[config.mk]
export PLATFORM = sky130hd
export DESIGN_NAME = imm_gen_buffer
export DESIGN_NICKNAME = d
export VERILOG_FILES = /design/src/rtl/imm_gen_buffer_pkg.sv /design/src/rtl/imm_extract.sv /design/src/rtl/imm_gen_buffer.sv
export SDC_FILE = /design/constraint.sdc
export NUM_CORES = 1
export LEC_CHECK = 0
export ABC_AREA = 1
export CAP_MARGIN = 20
export CORE_ASPECT_RATIO = 0.9
export CORE_MARGIN = 5
export CORE_UTILIZATION = 49
export CTS_CLUSTER_SIZE = 16
export DETAILED_ROUTE_END_ITERATION = 10
export PLACE_DENSITY = 0.84
export SETUP_SLACK_MARGIN = 0.05
export SYNTH_ARGS = -nofsm -noshare
export SYNTH_HDL_FRONTEND = slang
export SYNTH_SLANG_ARGS = --single-unit
[constraint.sdc]
create_clock -name clk -period 24.1 [get_ports clk]
set_clock_uncertainty 0.2 [all_clocks]
set_input_delay 3.615 -clock clk [delete_from_list [all_inputs] [get_ports clk]]
set_output_delay 3.615 -clock clk [all_outputs]
set_load 0.02 [all_outputs]
[src/rtl/imm_gen_buffer_pkg.sv]
// rtl/imm_gen_buffer_pkg.sv - shared LEGv8 decode constants: opcode casez patterns and immediate kinds
package imm_gen_buffer_pkg;

    localparam int INSTR_LEN    = 32;
    localparam int WORD_DEFAULT = 64;

    // 11-bit opcode patterns on instr[31:21]; '?' bits are don't-care in casez
    localparam logic [10:0] OP_LSL   = 11'b11010011011;
    localparam logic [10:0] OP_LSR   = 11'b11010011010;
    localparam logic [10:0] OP_ADDI  = 11'b1001000100?;
    localparam logic [10:0] OP_ANDI  = 11'b1001001000?;
    localparam logic [10:0] OP_ORRI  = 11'b1011001000?;
    localparam logic [10:0] OP_EORI  = 11'b1101001000?;
    localparam logic [10:0] OP_SUBI  = 11'b1101000100?;
    localparam logic [10:0] OP_CMPI  = 11'b1111000100?;
    localparam logic [10:0] OP_LDUR  = 11'b11111000010;
    localparam logic [10:0] OP_STUR  = 11'b11111000000;
    localparam logic [10:0] OP_LDA   = 11'b11111000110;
    localparam logic [10:0] OP_CBZ   = 11'b10110100???;
    localparam logic [10:0] OP_CBNZ  = 11'b10110101???;
    localparam logic [10:0] OP_BCOND = 11'b01010100???;
    localparam logic [10:0] OP_B     = 11'b000101?????;
    localparam logic [10:0] OP_BL    = 11'b100101?????;
    localparam logic [10:0] OP_MOVK  = 11'b111100101??;
    localparam logic [10:0] OP_MOVZ  = 11'b110100101??;

    typedef enum logic [2:0] {
        IMM_KIND_NONE   = 3'd0,
        IMM_KIND_SHAMT  = 3'd1,
        IMM_KIND_ALU12  = 3'd2,
        IMM_KIND_DT9    = 3'd3,
        IMM_KIND_COND19 = 3'd4,
        IMM_KIND_BR26   = 3'd5,
        IMM_KIND_WIDE16 = 3'd6
    } imm_kind_e;

endpackage

[src/rtl/imm_extract.sv]
// rtl/imm_extract.sv - combinational LEGv8 immediate classify/extend; LEGV8_BR_SCALE_EN selects byte branch offsets
module imm_extract
    import imm_gen_buffer_pkg::*;
#(
    parameter int WORD = WORD_DEFAULT
) (
    input  logic [INSTR_LEN-1:0] instr,
    output logic [WORD-1:0]      imm,
    output logic [2:0]           kind,
    output logic [5:0]           shift,
    output logic                 err
);

    logic [1:0]      hw;
    logic [63:0]     wide;
    logic [WORD-1:0] branch;
    logic            unused_bits;

    assign hw          = instr[22:21];
    assign wide        = {48'b0, instr[20:5]} << {hw, 4'b0000};
    assign unused_bits = ^instr[4:0];

    always_comb begin
        kind   = IMM_KIND_NONE;
        imm    = '0;
        shift  = '0;
        err    = 1'b0;
        branch = '0;
        casez (instr[31:21])
            OP_LSL, OP_LSR: begin
                kind = IMM_KIND_SHAMT;
                imm  = {{(WORD-6){instr[15]}}, instr[15:10]};
            end
            OP_ADDI, OP_ANDI, OP_ORRI, OP_EORI, OP_SUBI, OP_CMPI: begin
                kind = IMM_KIND_ALU12;
                imm  = {{(WORD-12){instr[21]}}, instr[21:10]};
            end
            OP_LDUR, OP_STUR, OP_LDA: begin
                kind = IMM_KIND_DT9;
                imm  = {{(WORD-9){instr[20]}}, instr[20:12]};
            end
            OP_CBZ, OP_CBNZ, OP_BCOND: begin
                kind   = IMM_KIND_COND19;
                branch = {{(WORD-19){instr[23]}}, instr[23:5]};
            end
            OP_B, OP_BL: begin
                kind   = IMM_KIND_BR26;
                branch = {{(WORD-26){instr[25]}}, instr[25:0]};
            end
            OP_MOVZ, OP_MOVK: begin
                kind  = IMM_KIND_WIDE16;
                shift = {hw, 4'b0000};
                // a 32-bit datapath cannot place the halfword above bit 31
                if (WORD == 32 && hw[1]) begin
                    err = 1'b1;
                end else begin
                    imm = wide[WORD-1:0];
                end
            end
            default: ;
        endcase
        if (kind == IMM_KIND_COND19 || kind == IMM_KIND_BR26) begin
`ifdef LEGV8_BR_SCALE_EN
            imm = {branch[WORD-3:0], 2'b00};
`else
            imm = branch;
`endif
        end
    end

endmodule

[src/rtl/imm_gen_buffer.sv]
// rtl/imm_gen_buffer.sv - decode immediate generator feeding a small valid/ready FIFO toward execute
module imm_gen_buffer
    import imm_gen_buffer_pkg::*;
#(
    parameter int WORD      = WORD_DEFAULT,
    parameter int BUF_DEPTH = 2
) (
    input  logic                 clk,
    input  logic                 reset_n,
    input  logic                 flush,
    input  logic                 in_valid,
    output logic                 in_ready,
    input  logic [INSTR_LEN-1:0] in_instr,
    input  logic [WORD-1:0]      in_pc,
    output logic                 out_valid,
    input  logic                 out_ready,
    output logic [WORD-1:0]      out_imm,
    output logic [2:0]           out_kind,
    output logic [5:0]           out_shift,
    output logic                 out_err,
    output logic [WORD-1:0]      out_pc,
    output logic [INSTR_LEN-1:0] out_instr
);

    localparam int PW = $clog2(BUF_DEPTH);
    localparam int CW = PW + 1;
    localparam logic [CW-1:0] FULL = CW'(BUF_DEPTH);

    typedef struct packed {
        logic [WORD-1:0]      imm;
        logic [2:0]           kind;
        logic [5:0]           shift;
        logic                 err;
        logic [WORD-1:0]      pc;
        logic [INSTR_LEN-1:0] instr;
    } entry_t;

    entry_t          mem [BUF_DEPTH];
    entry_t          in_entry;
    entry_t          head;
    logic [WORD-1:0] x_imm;
    logic [2:0]      x_kind;
    logic [5:0]      x_shift;
    logic            x_err;
    logic [PW-1:0]   wr_ptr;
    logic [PW-1:0]   rd_ptr;
    logic [CW-1:0]   count;
    logic            push;
    logic            pop;

    imm_extract #(.WORD(WORD)) u_extract (
        .instr (in_instr),
        .imm   (x_imm),
        .kind  (x_kind),
        .shift (x_shift),
        .err   (x_err)
    );

    assign in_entry  = '{imm: x_imm, kind: x_kind, shift: x_shift, err: x_err, pc: in_pc, instr: in_instr};
    assign in_ready  = count < FULL;
    assign out_valid = count != '0;
    assign push      = in_valid && in_ready && !flush;
    assign pop       = out_valid && out_ready;

    always_ff @(posedge clk or negedge reset_n) begin
        if (!reset_n) begin
            count  <= '0;
            wr_ptr <= '0;
            rd_ptr <= '0;
        end else if (flush) begin
            count  <= '0;
            wr_ptr <= '0;
            rd_ptr <= '0;
        end else begin
            if (push) wr_ptr <= wr_ptr + PW'(1);
            if (pop)  rd_ptr <= rd_ptr + PW'(1);
            if (push && !pop) begin
                count <= count + CW'(1);
            end else if (pop && !push) begin
                count <= count - CW'(1);
            end
        end
    end

    always_ff @(posedge clk) begin
        if (push) mem[wr_ptr] <= in_entry;
    end

    // storage is never cleared, so the head is masked to zero while empty
    assign head      = out_valid ? mem[rd_ptr] : '0;
    assign out_imm   = head.imm;
    assign out_kind  = head.kind;
    assign out_shift = head.shift;
    assign out_err   = head.err;
    assign out_pc    = head.pc;
    assign out_instr = head.instr;

endmodule

==> results list <==
* Syn. warnings: 0
- The floorplan step set the die width to 191.2 um.
* Post-synthesis instance area: 0.01448 mm2
- Static Leakage: 6.886 nW
* Outcome: finished, final reports clean
* Deepest level of the CTS H-tree: 2
- The number of setup buffers added after CTS is 0.
- The tool flagged a number of max-cap violations equal to 0.
* Total power after layout: between 1.5 and 2 mW
- Avg Synthesized Cell Area: 10.73 um2
- After synthesis, the largest family of logic cells by area is simple AND/OR/NAND/NOR gates.
- Final Non-Filler Cells: 1996
- CTS saw 334 sinks.
- Maximum number of pins on one net before global-route repair: around 170
- Library cells used by synthesis: 27
- Accumulated negative setup slack: 0 ns
- Number of global-route vias before repair: 10450
- After layout, the worst setup slack is about 16 ns.
* Total of hold buffers inserted after clock tree synthesis: 0
- CP arrival: 4.17 ns
- Number of design rule violations left after detail routing: 0
- Area Overhead vs Synth: 26.78%
- Pin placement for this block handled 273 I/O pins.
* Path category of the worst min-delay check: flop to flop
- Count of endpoints failing hold in the final timing report: 0
- The compound-gate portion of the synthesized area is 0.05876.
- Simple-gate share of the synthesized area: 0.1983
- DRC marker count from the first detailed-route iteration: 1413
* Starting Density: 0.4991
* Number of antenna violations at the first check in global routing: 2
* Transition time at the pin with the least slew margin: ~1.0 ns
- Bufs on Longest Clock Path: 3
* Global routing usage summed across all routing layers: 0.2306
* Setup violations, final: 0
* Critical path origin: rd_ptr$_DFFE_PN0P_
* Count of antenna-violating nets left after detailed routing: 0
- Vias/cell: 5.460
- The floorplan has 59 rows.
* Share of the yosys chip area belonging to registers: 0.6913
* Required time at the endpoint of the critical path: about 20 ns
- Instance count after placement with tap cells included: 1931
- Wires add up to 39770 um.
- Number of buffers added on ports: 267
* Power density over cell area: 99.20 mW/mm2
- In this run, synthesis inferred between 300 and 400 flip-flops with an integrated enable.
* CORE AREA: 0.02901 mm2
- Counting the buffers created by CTS gives 35.
- The critical path in this run is classified as flop to output port.
* Critical register-to-register path startpoint: count[1]$_DFFE_PN0P_
- Synth Area in XOR/XNOR: 0.0006049
* Wire length of the first global-routing pass: about 60000 um
* Max_slew headroom: 0.3017
- Worst-case setup slack after placement: 16.36 ns
- TritonCTS built the clock tree.
* Area taken by flip-flops and latches: roughly 0.010 mm2
- After synthesis, the share of cell area in mux cells is 0.
- HPWL after detailed placement: roughly 25000 um
- The clock reaches the later pin of the worst-skew pair after about 0.5 ns.
- Share of layout cells above drive strength 1: 0.04315
* CP Max Fanout: between 80 and 90
* Total area of multi-input combinational cells: 0.003765 mm2
* Weighted congestion at the end of routability-driven global placement: 0.8580
- In this run the clock root is driven by a sky130_fd_sc_hd__clkbuf_16.
- Die area: 0.03309 mm2
* Die height: 173.1 um
- Synthesized-area fraction occupied by adder cells: 0
- Fraction of synthesis flops using an asynchronous set or reset pin: 0.01198
* Number of synthesized register bits: approximately 330
- Clock-pin slew of the registers on the worst-case setup and hold paths: ~0.050 ns
- IR analysis of the VDD net gives a maximum drop of between 0.07 and 0.08 mV.
- Mean routed wirelength per cell: approximately 20 um
* Critical path endpoint category: output port
- For this run, the detailed router's first-pass iteration total came to 6.
* Hold Path Origin: count[1]$_DFFE_PN0P_
- Counting the fill cells in the layout gives 2164.
- In the synthesized netlist the dominant register cell turns out to be sky130_fd_sc_hd__edfxtp_1.
- The detailed router placed approximately 11000 vias in this run.
* Part of the cycle the worst path needs: 0.3313
* Kind of start point of the critical path: flop
- For this run the aggregate overflow at the end of global routing stands at 0.
- Fin. max-slew vios: 0
* RSZ-0062 raised after global routing: no
* Gate Count Post-Synth: 1349
- Derived from the worst setup path, the maximum achievable clock frequency is 125.2 MHz.
- Final Critical Period: around 8.0 ns
- CTS-repair resized insts: 0
- The final layout contains 1674 nets.
flip-flops by register name, summed over array words and instances (netlist names):
signal	count
count	2
rd_ptr	1
wr_ptr	1
mem	330
critical path: stages, from the launching register on:
cell	delay, ns
sky130_fd_sc_hd__dfrtp_4	0.83
sky130_fd_sc_hd__inv_4	0.87
sky130_fd_sc_hd__buf_4	0.84
sky130_fd_sc_hd__nand2_1	0.14
sky130_fd_sc_hd__a21oi_1	0.21
sky130_fd_sc_hd__clkdlybuf4s50_1	0.67
cells in the mapped netlist, types with 5 or more instances:
cell type | count | area share
sky130_fd_sc_hd__buf_1 | 12 | 0.0031
sky130_fd_sc_hd__inv_1 | 66 | 0.017
sky130_fd_sc_hd__nand3_1 | 62 | 0.021
sky130_fd_sc_hd__nand4_1 | 61 | 0.026
sky130_fd_sc_hd__inv_2 | 5 | 0.0013
sky130_fd_sc_hd__a21oi_1 | 166 | 0.057
sky130_fd_sc_hd__nand2_1 | 490 | 0.13
sky130_fd_sc_hd__edfxtp_1 | 330 | 0.68
sky130_fd_sc_hd__nor2_1 | 43 | 0.011
sky130_fd_sc_hd__nand3b_1 | 9 | 0.0047
sky130_fd_sc_hd__clkbuf_1 | 42 | 0.011
sky130_fd_sc_hd__buf_2 | 26 | 0.0090
sky130_fd_sc_hd__buf_6 | 5 | 0.0039
sky130_fd_sc_hd__buf_4 | 10 | 0.0052
layout by cell type, fill, tap and decap left out, types with 5 or more instances in the layout:
master | Yosys | routed
sky130_fd_sc_hd__nor2_1 | 43 | 41
sky130_fd_sc_hd__inv_1 | 66 | 65
sky130_fd_sc_hd__nand4_1 | 61 | 61
sky130_fd_sc_hd__clkinv_1 | 1 | 6
sky130_fd_sc_hd__buf_4 | 10 | 9
sky130_fd_sc_hd__clkbuf_1 | 42 | 17
sky130_fd_sc_hd__edfxtp_1 | 330 | 330
sky130_fd_sc_hd__conb_1 | 1 | 5
sky130_fd_sc_hd__nand3_1 | 62 | 62
sky130_fd_sc_hd__inv_2 | 5 | 5
sky130_fd_sc_hd__nand3b_1 | 9 | 9
sky130_fd_sc_hd__clkdlybuf4s50_1 | 0 | 267
sky130_fd_sc_hd__nand2_1 | 490 | 490
sky130_fd_sc_hd__a21oi_1 | 166 | 166
sky130_fd_sc_hd__clkbuf_16 | 0 | 36
metrics by stage:
stage | instance area (um2) | util | hold slack [ns]
finish | 18360 | 0.6327 | 0.3285
global route | 18360 | 0.6327 | 0.3868
CTS | 18330 | 0.6319 | 0.3389
detailed placement | 17310 | 0.5966 | 0.3199
global placement | 17310 | 0.5966 | 0.2678
floorplan | 14490 | - | 0.2530
per-layer routing:
metal	routed length (um)	GRT usage
met3	4362	0.05585
met5	13	0
met4	1003	0.06732
met2	18590	0.3609
met1	15800	0.3240
path summary, 6_finish.rpt:
check                                       endpoint  slack (ns)  cells past startpoint
worst max register to register  mem[0][34]$_DFFE_PP_       20.46                      8
worst min-delay path            count[1]$_DFFE_PN0P_        0.33                      2
worst min register to register  count[1]$_DFFE_PN0P_        0.33                      2
min in group asynchronous       count[1]$_DFFE_PN0P_        3.11                      1
worst max-delay path                      out_pc[12]       16.11                      5
max in group asynchronous         rd_ptr$_DFFE_PN0P_       20.39                      1
final cells by class:
class                           count  area share
Antenna cell                        1   0.0001363
Clock buffer                       53     0.05255
Clock inverter                     10    0.003272
Inverter                           72     0.01500
Multi-Input combinational cell    852      0.2051
Sequential cell                   334      0.5455
Tap cell                          396     0.02699
Timing Repair Buffer              278      0.1515
kinds of logic (layout without fill, tap and decap cells):
group                  count (synthesis)  in the layout
AND/OR/NAND/NOR                      676            676
buffers and inverters                167            413
other                                  1              6
AO/OA/AOI/OAI                        170            170
XOR/XNOR                               1              1
flip-flops                           334            334
report_power, final:
| group | internal [mW] | switching (mW) |
|---|---|---|
| Combinational | 0.236 | 0.382 |
| Clock | 0.277 | 0.211 |
| Sequential | 0.691 | 0.0229 |
| Total | 1.21 | 0.616 |
(Power assumes the default switching activity.)
